===== src/rtl/disp_source_ctrl.sv =====
// disp_source_ctrl: arbitrates time/alarm/stopwatch onto the 7-segment word, scan prescaler, edit blink
// Define DISP_BLINK_EN to blank the digit under edit on alternate blink phases.
module disp_source_ctrl #(
   parameter int unsigned SCAN_DIV    = 50000,
   parameter int unsigned BLINK_TICKS = 250,
   parameter int unsigned HOLD_TICKS  = 2000,
   parameter logic [3:0]  BLANK_CODE  = 4'hF
) (
   input  logic        clk,
   input  logic        reset,
   input  logic [15:0] time_bcd,
   input  logic [15:0] alarm_bcd,
   input  logic [15:0] sw_bcd,
   input  logic        req_alarm,
   input  logic        req_sw,
   input  logic        edit_en,
   input  logic [1:0]  edit_digit,
   output logic        scan_tick,
   output logic [15:0] disp_data,
   output logic [1:0]  src,
   output logic        grant_alarm,
   output logic        grant_sw
);
   localparam logic [1:0] S_TIME  = 2'b00;
   localparam logic [1:0] S_ALARM = 2'b01;
   localparam logic [1:0] S_SW    = 2'b10;
   localparam int PW = $clog2(SCAN_DIV);
   localparam int HW = $clog2(HOLD_TICKS + 1);
   logic [PW-1:0] pre_cnt;
   logic [HW-1:0] hold_cnt, hold_nx;
   logic [1:0]    state, state_nx;
   logic          own_req;
   logic [15:0]   mux_data, out_data;

   assign scan_tick   = pre_cnt == PW'(SCAN_DIV - 1);
   assign src         = state;
   assign grant_alarm = state == S_ALARM;
   assign grant_sw    = state == S_SW;
   assign own_req     = state == S_SW ? req_sw : req_alarm;
   assign mux_data    = state == S_ALARM ? alarm_bcd : state == S_SW ? sw_bcd : time_bcd;

   always_ff @(posedge clk or negedge reset)
      if (!reset) pre_cnt <= '0;
      else pre_cnt <= scan_tick ? '0 : pre_cnt + 1'b1;

   // hold_cnt counts scan ticks since the shown source's request dropped
   always_comb begin
      state_nx = state;
      hold_nx  = '0;
      if (state == S_ALARM && req_sw) state_nx = S_SW;
      else if (state != S_ALARM && state != S_SW) state_nx = req_sw ? S_SW : req_alarm ? S_ALARM : S_TIME;
      else if (!own_req && scan_tick) begin
         if (hold_cnt == HW'(HOLD_TICKS - 1)) state_nx = S_TIME;
         else hold_nx = hold_cnt + 1'b1;
      end
      else if (!own_req) hold_nx = hold_cnt;
   end

`ifdef DISP_BLINK_EN
   localparam int BW = $clog2(BLINK_TICKS + 1);
   logic [BW-1:0] blink_cnt;
   logic          blink_phase;
   logic          blink_wrap;

   assign blink_wrap = blink_cnt == BW'(BLINK_TICKS - 1);

   always_ff @(posedge clk or negedge reset)
      if (!reset || !edit_en) begin
         blink_cnt   <= '0;
         blink_phase <= 1'b0;
      end
      else if (scan_tick) begin
         blink_cnt   <= blink_wrap ? '0 : blink_cnt + 1'b1;
         blink_phase <= blink_phase ^ blink_wrap;
      end

   // digit 0 is the leftmost nibble, so the bit offset is (3 - edit_digit) * 4
   always_comb begin
      out_data = mux_data;
      if (edit_en && blink_phase) out_data[{~edit_digit, 2'b00} +: 4] = BLANK_CODE;
   end
`else
   logic unused_edit;
   assign unused_edit = ^{edit_en, edit_digit};
   assign out_data    = mux_data;
`endif

   always_ff @(posedge clk or negedge reset)
      if (!reset) begin
         state     <= S_TIME;
         hold_cnt  <= '0;
         disp_data <= '0;
      end
      else begin
         state     <= state_nx;
         hold_cnt  <= hold_nx;
         disp_data <= out_data;
      end
endmodule

===== config.mk =====
export PLATFORM = sky130hd
export DESIGN_NAME = disp_source_ctrl
export DESIGN_NICKNAME = d
export VERILOG_FILES = /design/src/rtl/disp_source_ctrl.sv
export SDC_FILE = /design/constraint.sdc
export NUM_CORES = 1
export LEC_CHECK = 0
export ABC_AREA = 1
export BUFFER_PORTS_ARGS = -buffer_cell sky130_fd_sc_hd__buf_2
export CELL_PAD_IN_SITES_DETAIL_PLACEMENT = 1
export CELL_PAD_IN_SITES_GLOBAL_PLACEMENT = 1
export CORE_ASPECT_RATIO = 0.5
export CORE_MARGIN = 5
export CORE_UTILIZATION = 33
export DETAILED_ROUTE_END_ITERATION = 16
export GPL_TIMING_DRIVEN = 0
export PLACE_DENSITY_LB_ADDON = 0.1
export REMOVE_ABC_BUFFERS = 1
export SLEW_MARGIN = 20
export SYNTH_ARGS = -nofsm -noshare
export SYNTH_HDL_FRONTEND = slang
export SYNTH_SLANG_ARGS = --single-unit

===== constraint.sdc =====
create_clock -name clk -period 1.4 [get_ports clk]
set_input_delay 0 -clock clk [delete_from_list [all_inputs] [get_ports clk]]
set_output_delay 0 -clock clk [all_outputs]
set_load 0.1 [all_outputs]

==> out/results.txt, run 1 <==
clk slew on worst S/H paths = 0.07 ns
Critical Path AT = 1.54 ns
Adder-Cell Fraction of Synth Area = 1.89%
chip height = 73.3 microns
1st-iter DRT viols = 74
drt wl/cell = 16.1 microns
number of cell rows = 23
largest net degree at the start of global routing = 46
status = complete, but fails checks
Least-Margin Pin Slew = 0.579 ns
library cells used by synthesis = 27
Finished Core Util = 51.4%
hold path start = sw_bcd[8]
post-synthesis register bit count = 45
TritonCTS buffer count = 5
unrepaired setup endpoints after global routing = true
largest family of logic cells by synthesized area = simple AND/OR/NAND/NOR gates
post-synthesis sequential area ratio = 42.6%
Layout fillers = 984
worst vdd ir = 0.00116 V
crit path capture type = output pin
worst reg2reg path depth = 9
Starting Density = 33.5%
Worst EP required = 1.40 ns
flop-to-flop setup slack = -0.09 ns
Max transition margin = 61.4%
Overflow after GRT = 0
Worst Path Class, Setup = flip-flop to output pin
Max clock buf depth = 2
final worst setup slack = -0.139 ns
Fin Clk Skew = 0.00778 ns
Synth warnings = 0
Final period util = 110%
share of post-route cells with drive strength above 1 = 36.1%
largest cells by area after synthesis = dfrtp_1 43%, nand2_1 13%, nor2_1 7.5%
Hold Path Class = primary input to flip-flop
mean post-synth cell area = 7.36 sq um
Post-Syn Instances = 359
violated checks = hold timing, setup timing
number of diodes = 0
GRT Util Overall = 20.3%
Sink Count = 45
Synth Area in Compound Gates = 9.09%
post-synthesis mux area share = 0%
Startpoint Class = flip-flop
maxcap violations = 0
final-report hold violation count = 1
Final Critical Period = 1.54 ns
Pwr Density = 1670 mW/mm^2
total chip power = 0.00675 W
Post-Synth XOR/XNOR Area = 2.98%
top cell type's share of synthesized area = 42.6%
dominant cell type by area after synthesis = dfrtp_1
synthesized area = 0.00264 sq mm
max-slew violations = 0
initial antenna violation count = 0
first-pass GRT wire length = 15,800 microns
H-tree level count = 2
Hold Crit Depth = 3
reg2reg end = src[1]
final net count = 551
f_max = 650 MHz
first-pass iteration count of the detailed router = 5
CTS tree = done
clk_lat worst skew = 0.29 ns
vias per inst = 4.77
WL final = 9730 microns
DP Wirelength = 6170 microns
worst-path maximum fanout = 4
total number of vias = 2,887
Post-DRT Antenna Nets = 0
die area = 0.0100 sq mm
final hold slack = -0.00276 ns
Die Width = 137 microns
final setup violation count = 29
Post-Synth Simple-Gate Area = 35.4%
area delta synth->final = 53.3%
gpl congestion = 0.822
PortBufs = 72
Core Area = 0.00789 sq mm
drc violations = 0
I/O pin cnt = 76
hold endpoint = disp_data[8]
R2R Path Start = pre_cnt[1]
vias in the first global route = 3,193
LEAKAGE = 2.04 nW
Clock Tree Root = clkbuf_16
[cell usage after synthesis]
master and count:
inv_2 3, o21a_1 1, o211ai_1 1, o21ai_1 7, nor2_1 53, xor2_1 9
or2_2 1, inv_1 43, nor2_4 4, nor2_2 7, a21oi_1 35, nor3_1 7
nand2_2 7, nand3_2 1, nand2_1 90, o211a_1 1, nor2_8 1, o21ai_0 1
nand4_1 2, nand3_1 26, nand3_4 1, ha_1 4, nand2_4 3, buf_2 2
dfrtp_1 45, buf_6 2, clkbuf_1 2
[layout by cell type, fill, tap and decap left out, types with 9 or more instances in the layout]
cell type      count
nand2_1           77
buf_2             69
nor2_1            46
inv_1             37
dfrtp_1           37
a21oi_1           35
dlygate4sd3_1     34
buf_4             24
nand3_1           21
nand2_2           16
nor2_4            10
xor2_1             9
[routing by layer]
layer	wire length, microns	up-vias	global-route usage [%]
li1	-	1393	-
met1	4040	1394	23.3
met2	4700	87	36.4
met3	910	13	8.48
met4	74	0	3.02
met5	0	-	0
[stage by stage]
stage          cells  setup WS, ns  TNS [ns]  instance area [sq um]
6_report         605        -0.139     -1.67                   4050
5_1_grt          605        -0.196     -4.45                   4050
4_1_cts          598        -0.117     -2.39                   3890
3_5_place_dp     537        -0.763    -20.77                   3100
3_3_place_gp     537        -0.744    -19.71                   3100
2_1_floorplan    353         -1.74    -50.24                   2600
[flip-flops by register name (all words and copies together), names as in the netlist]
register and count:
disp_data 16, pre_cnt 16, hold_cnt 11, src 2
[worst max-delay path, stage by stage, from the launching register on]
cell and delay [ns]:
dfrtp_1 0.40, ha_4 0.18, nand2_4 0.07, nor2_4 0.14
nand3_4 0.10, nor2_8 0.16, buf_12 0.19
[area by class of cell]
class                   instances  area [sq um]  share of cell area (%)
well taps                     112           140                    3.46
flip-flops and latches         45          1140                    28.1
multi-input cells             262          1480                    36.6
inverters                      46           186                    4.60
repair buffers                132           952                    23.5
clock buffers                   6           139                    3.43
clock inverters                 2          13.8                   0.340
[timing repair]
action / in CTS / in global routing
hold endpoints to repair: 61 / 0
hold buffers: 34 / 0
resized for setup: 41 / 29
buffers inserted: 19 / 8
endpoints found under the setup margin: 36 / 44
pin swaps: 11 / 5
[cells by family (layout without fill, tap and decap cells)]
| logic type | count (synthesis) | count (layout) |
|---|---|---|
| XOR/XNOR | 9 | 9 |
| flip-flops | 45 | 45 |
| adder cells (fa/ha/maj) | 4 | 4 |
| buffers and inverters | 52 | 186 |
| AND/OR/NAND/NOR | 203 | 203 |
| AO/OA/AOI/OAI | 46 | 46 |
[worst max path at each step]
stage | from | to | cells after the start
final | pre_cnt[1] | scan_tick | 6
after global routing | pre_cnt[1] | scan_tick | 6
after CTS | src[0] | hold_cnt[9] | 9
after floorplan | src[1] | hold_cnt[10] | 7
after global placement | src[0] | hold_cnt[10] | 8
after detailed placement | src[0] | hold_cnt[9] | 8
[power breakdown]
part           leakage, nW  switching, W  internal [W]  total [W]
combinational         1.40       0.00302      0.000889    0.00391
clock               0.0768      0.000512      0.000711    0.00122
sequential           0.567     0.0000796       0.00154    0.00162
total                 2.04       0.00361       0.00314    0.00675
(Power assumes the default switching activity.)
==> run 2, diff against run 1 <==
--- a/config.mk
+++ b/config.mk
@@ -14,7 +14,7 @@
 export CORE_UTILIZATION = 33
 export DETAILED_ROUTE_END_ITERATION = 16
 export GPL_TIMING_DRIVEN = 0
-export PLACE_DENSITY_LB_ADDON = 0.1
+export PLACE_DENSITY_LB_ADDON = 0.3
 export REMOVE_ABC_BUFFERS = 1
 export SLEW_MARGIN = 20
 export SYNTH_ARGS = -nofsm -noshare
==> run 2 against run 1 <==
Net effect: the flow finishes with violations (setup timing); clock-buffer cell count did not move; core utilization rose by 6.2 points; via count rose by 14%; cell count rose by 3.1%; critical path depth increased by 1; die area unchanged; worst setup slack worse by 0.17 ns; maximum frequency fell by 10%; non-clock buffer count rose by 17; highest routed layer is now met5; register-to-register slack got worse by 0.22 ns.
==> out/results.txt, run 2 (synthesis results as in run 1) <==
Pwr Density = 1790 mW/mm^2
TritonCTS buffer count = 5
total number of vias = 3,302
first-pass iteration count of the detailed router = 5
1st-iter DRT viols = 277
share of post-route cells with drive strength above 1 = 44.3%
Core Area = 0.00789 sq mm
first-pass GRT wire length = 17,700 microns
Clock power frac = 17.8%
Placement Cell Area = 0.00310 sq mm
final worst setup slack = -0.313 ns
WL final = 14,400 microns
Psw = 0.00435 W
Startpoint Class = flip-flop
Least-Margin Pin Slew = 0.616 ns
Fin Clk Skew = 0.0210 ns
sw frac = 53.8%
GR Layer Usage met3 = 7.59%
Worst Path Class, Setup = flip-flop to flip-flop
Post-DRT Antenna Nets = 0
final net count = 568
top flop regs = disp_data x16, pre_cnt x16, hold_cnt x11
GRT Util Overall = 23.1%
area delta synth->final = 71.6%
vias per inst = 5.29
Hold Path Class = primary input to flip-flop
drc violations = 0
gpl congestion = 0.780
initial antenna violation count = 3
violated checks = setup timing
H-tree level count = 2
sequential power share = 21.1%
vias in the first global route = 3,442
LEAKAGE = 2.16 nW
Max clock buf depth = 2
Critical Path AT = 1.90 ns
largest net degree at the start of global routing = 46
DP Wirelength = 5600 microns
maxcap violations = 0
unrepaired setup endpoints after global routing = true
worst-path maximum fanout = 6
Sink Count = 45
total chip power = 0.00810 W
GRT met1 Usage = 26.9%
Starting Density = 33.5%
f_max = 584 MHz
CTS tree = done
Clock Tree Root = clkbuf_16
Max transition margin = 59.0%
chip height = 73.3 microns
Die Width = 137 microns
I/O pin cnt = 76
commonest non-fill, non-tap cells in the layout = 68 x buf_2, 66 x nand2_1, 47 x dlygate4sd3_1
Final period util = 122%
grt met2 use = 40.2%
worst vdd ir = 0.00144 V
Worst EP required = 1.58 ns
clk slew on worst S/H paths = 0.07 ns
PortBufs = 72
Top Usage Layer GRT = met2
number of cell rows = 23
die area = 0.0100 sq mm
Comb pwr share = 61.0%
most common cell after layout, fill and taps aside = buf_2
cell internal pwr = 0.00374 W
max-slew violations = 0
status = complete, but fails checks
final-report hold violation count = 0
drt wl/cell = 23.1 microns
crit path capture type = flip-flop
design area = 0.00454 sq mm
Final Critical Period = 1.71 ns
clk_lat worst skew = 0.30 ns
Overflow after GRT = 0
final setup violation count = 44
-- run 2: changes by cell type in the layout (fill, tap and decap cells not counted), moves of 3 or more --
cell | before | now
dfrtp_2 | 8 | 5
dlygate4sd3_1 | 34 | 47
nand2_2 | 16 | 25
dfrtp_1 | 37 | 40
nor2_4 | 10 | 25
a21oi_1 | 35 | 17
buf_6 | 1 | 6
a21oi_2 | 0 | 18
nand2_1 | 77 | 66
buf_4 | 24 | 20
nor2_1 | 46 | 29
-- run 2: worst paths after layout --
path	startpoint	end	slack, ns	cells after the start
hold reg to reg	hold_cnt[10]	hold_cnt[10]	0.52	2
max in group asynchronous	reset	hold_cnt[0]	0.65	2
min in group asynchronous	reset	disp_data[7]	0.28	2
setup reg to reg	pre_cnt[6]	pre_cnt[15]	-0.31	7
setup / recovery	pre_cnt[6]	pre_cnt[15]	-0.31	7
hold / removal	sw_bcd[0]	disp_data[0]	0.03	3
-- run 2: layout make-up --
cell class	count	area, sq um
inverter	46	190
timing repair buffer	149	1180
fill	922	3350
clock inverter	2	38.8
multi-input combinational	262	1720
tap	112	140
clock buffer	6	129
antenna	2	5.00
sequential	45	1130
-- run 2: per-layer routing --
layer / share of wire, % / up-vias / wire length, microns
met5: 0.17 / - / 25
met4: 4.0 / 2 / 575
met3: 9.1 / 44 / 1310
met2: 46 / 200 / 6650
met1: 41 / 1625 / 5860
li1: - / 1431 / -
-- run 2: power by group through the flow --
stage / Clock, W / Combinational (W) / Sequential (W)
finish: 0.00144 / 0.00494 / 0.00171
detailed placement: 0 / 0.00335 / 0.00162
CTS: 0.00140 / 0.00388 / 0.00162
global placement: 0 / 0.00333 / 0.00162
floorplan: 0 / 0.000967 / 0.00335
global route: 0.00151 / 0.00510 / 0.00172
-- run 2: repair_timing --
| action | in CTS | in global routing |
|---|---|---|
| cloned | 0 | 1 |
| pin swaps | 13 | 3 |
| hold endpoints to repair | 61 | 0 |
| setup endpoints to repair | 36 | 44 |
| hold buffers | 47 | 0 |
| setup buffers | 20 | 10 |
| gates resized for setup | 45 | 104 |
-- run 2: critical path, cell delays in order, from the launching register on --
cell and delay (ns):
dfrtp_1 0.49, nand2_1 0.20, nor2_1 0.24, nand2_2 0.14, nor2_2 0.14, nand3_1 0.12, nor2_1 0.18, nor2_1 0.09
-- run 2: stage by stage --
stage               hold slack (ns)  setup WS, ns  TNS (ns)  utilization [%]  cells
detailed placement            0.253        -0.760    -21.72             39.4    537
global placement              0.248        -0.775    -21.98             39.4    537
global route                 0.0310        -0.367     -7.79             57.5    624
floorplan                    -0.296         -1.74    -50.24                -    353
CTS                         0.00812       -0.0954     -1.02             51.6    612
finish                       0.0262        -0.313     -6.53             57.5    624
==> run 3, diff against run 2 <==
--- a/config.mk
+++ b/config.mk
@@ -5,13 +5,13 @@
 export SDC_FILE = /design/constraint.sdc
 export NUM_CORES = 1
 export LEC_CHECK = 0
-export ABC_AREA = 1
 export BUFFER_PORTS_ARGS = -buffer_cell sky130_fd_sc_hd__buf_2
 export CELL_PAD_IN_SITES_DETAIL_PLACEMENT = 1
 export CELL_PAD_IN_SITES_GLOBAL_PLACEMENT = 1
 export CORE_ASPECT_RATIO = 0.5
 export CORE_MARGIN = 5
-export CORE_UTILIZATION = 33
+export CORE_UTILIZATION = 34
+export CTS_CLUSTER_DIAMETER = 60
 export DETAILED_ROUTE_END_ITERATION = 16
 export GPL_TIMING_DRIVEN = 0
 export PLACE_DENSITY_LB_ADDON = 0.3
==> run 3 against run 2 <==
Net effect: the run ends with hold timing, setup timing left; critical path depth fell by 1; wire length fell by 28%; register-to-register slack got worse by 0.22 ns; die area fell by 16%; sequential power fell by 5%; synthesized area fell by 15%; sequential cell count did not move; largest cell class unchanged.
==> out/results.txt, run 3 <==
TritonCTS buffer count = 5
stages on the worst setup path = 6
Overflow after GRT = 0
post-synthesis sequential area ratio = 50.1%
WP buf/inv = 1
Comb pwr share = 58.2%
unrepaired setup endpoints after global routing = true
first-pass iteration count of the detailed router = 4
Post-Synth Simple-Gate Area = 20.4%
Placement Cell Area = 0.00267 sq mm
largest net degree at the start of global routing = 46
post-synthesis mux area share = 8.01%
Clock Tree Root = clkbuf_16
Layout fillers = 665
H-tree level count = 2
worst vdd ir = 0.00169 V
worst reg2reg path depth = 6
LEAKAGE = 1.68 nW
most common cell after layout, fill and taps aside = buf_2
cell breakdown of the critical path = buf_6 > ha_4 > o21a_1 > or3_4 > or4_4 > o21ai_2
library cells used by synthesis = 39
Worst Path Class, Setup = flip-flop to flip-flop
Core Area = 0.00623 sq mm
Hold Path Class = primary input to flip-flop
chip height = 67.5 microns
final hold slack = -0.00361 ns
status = complete, but fails checks
area delta synth->final = 69.2%
violated checks = hold timing, setup timing
top flop regs = disp_data x16, pre_cnt x16, hold_cnt x11
GRT Util Overall = 21.6%
final worst setup slack = -0.529 ns
clk_lat worst skew = 0.29 ns
number of cell rows = 20
ys async rst share = 100%
max-slew violations = 0
Starting Density = 36.1%
top cell type's share of synthesized area = 50.1%
die area = 0.00844 sq mm
worst-path maximum fanout = 4
Synth Area in Compound Gates = 11.0%
commonest non-fill, non-tap cells in the layout = 68 x buf_2, 42 x dfrtp_1, 31 x buf_4
sequential power share = 23.5%
sw frac = 51.6%
I/O pin cnt = 76
PortBufs = 72
Sink Count = 45
Pwr Density = 1810 mW/mm^2
Final Critical Period = 1.93 ns
drc violations = 0
Final period util = 138%
dominant cell type by area after synthesis = dfrtp_1
first-pass GRT wire length = 14,100 microns
final-report hold violation count = 2
largest cells by area after synthesis = dfrtp_1 50%, mux2i_1 8.0%, nand2_1 5.0%
Max clock buf depth = 2
total number of vias = 2,469
initial antenna violation count = 0
Clock power frac = 18.3%
mean post-synth cell area = 9.99 sq um
gpl congestion = 0.729
vias per inst = 5.51
post-synthesis register bit count = 45
dominant synthesized flop cell = dfrtp_1
Least-Margin Pin Slew = 0.587 ns
design area = 0.00380 sq mm
synthesized area = 0.00225 sq mm
CTS tree = done
Max transition margin = 60.9%
largest family of logic cells by synthesized area = simple AND/OR/NAND/NOR gates
Adder-Cell Fraction of Synth Area = 2.23%
Fin Clk Skew = 0.00392 ns
largest delay contributor family on the critical path = simple AND/OR/NAND/NOR gates
DP Wirelength = 4330 microns
f_max = 518 MHz
Startpoint Class = flip-flop
share of post-route cells with drive strength above 1 = 50.8%
Critical Path AT = 2.14 ns
Post-DRT Antenna Nets = 0
crit path capture type = flip-flop
Finished Core Util = 61.1%
Hold Crit Depth = 3
maxcap violations = 0
final setup violation count = 42
Die Width = 125 microns
number of diodes = 0
Slowest-stage cell, CP = or4_4
drt wl/cell = 23.0 microns
Post-Synth XOR/XNOR Area = 5.06%
vias in the first global route = 2,742
most frequent cell after synthesis = dfrtp_1
WL final = 10,300 microns
Worst EP required = 1.61 ns
1st-iter DRT viols = 126
Psw = 0.00355 W
CP max stage delay = 0.52 ns
clk slew on worst S/H paths = 0.06 ns
Synth warnings = 0
Post-Syn Instances = 225
final net count = 418
cell internal pwr = 0.00333 W
number of synthesized flops with an enable pin = 0
Commonest cells post-synth = 45 x dfrtp_1, 30 x nand2_1, 19 x o21ai_0
==> run 3: changes by cell type after synthesis, sizes merged, moves of 7 or more <==
cell   before  now
mux2i       0   18
nand3      28    9
a21oi      35   11
nor2       65   12
nand2     100   30
o21ai       8   19
inv        46    4
nand4       2    9
==> run 3: power groups by stage <==
stage	clock network, W	logic (W)	registers [W]
final	0.00126	0.00401	0.00162
after global routing	0.00135	0.00413	0.00164
after CTS	0.00125	0.00353	0.00160
after detailed placement	0	0.00313	0.00161
after global placement	0	0.00307	0.00161
after floorplan	0	0.000883	0.00329
==> run 3: timing repair <==
item,CTS,global route
setup buffers,34,16
endpoints found under the hold margin,61,0
gates resized for setup,54,58
cloned,0,2
setup endpoints to repair,43,43
hold buffers,17,0
pin swaps,20,22
==> run 3: cell families after synthesis <==
kind of cell | Yosys count
buf+inv | 16
flops | 45
mux | 18
simple gates | 87
xor+xnor | 13
fa+ha+maj | 4
compound gates | 42
==> run 3: worst paths after layout <==
check	slack, ns	endpoint	startpoint
setup / recovery	-0.53	hold_cnt[9]	src[1]
hold / removal	-0.004	disp_data[15]	time_bcd[15]
setup reg to reg	-0.53	hold_cnt[9]	src[1]
hold reg to reg	0.53	pre_cnt[12]	pre_cnt[12]
max in group asynchronous	0.69	pre_cnt[5]	reset
min in group asynchronous	0.28	disp_data[9]	reset
==> run 3: cell type report <==
| class | instances | area, sq um | area share, % |
|---|---|---|---|
| multi-input cells | 164 | 1340 | 35.1 |
| clock buffers | 7 | 153 | 4.01 |
| clock inverters | 1 | 5.00 | 0.132 |
| inverters | 5 | 32.5 | 0.855 |
| repair buffers | 137 | 1030 | 27.1 |
| repair inverters | 1 | 6.26 | 0.164 |
| flip-flops and latches | 45 | 1130 | 29.7 |
| well taps | 88 | 110 | 2.89 |
==> run 3: routing by layer <==
metal,vias to the layer above,global-route usage [%],share of wire [%]
met3,38,5.85,7.6
met2,122,41.6,53
met1,1235,22.3,35
met4,0,10.7,4.0
met5,-,0,0
li1,1074,-,-
==> run 3: worst register-to-register path, stage by stage, from the launching register on <==
cell and delay [ns]:
dfrtp_1 0.40, buf_6 0.14, ha_4 0.17, o21a_1 0.20, or3_4 0.34, or4_4 0.52
o21ai_2 0.08
==> run 3: stage by stage <==
step           total power (W)  setup TNS (ns)  cells  worst slack (ns)
6_report               0.00689           -8.36    448            -0.529
5_1_grt                0.00711          -10.42    448            -0.544
4_1_cts                0.00638           -5.35    433            -0.449
3_5_place_dp           0.00474          -32.02    374             -1.38
3_3_place_gp           0.00468          -29.07    374             -1.30
2_1_floorplan          0.00417          -62.43    214             -2.36
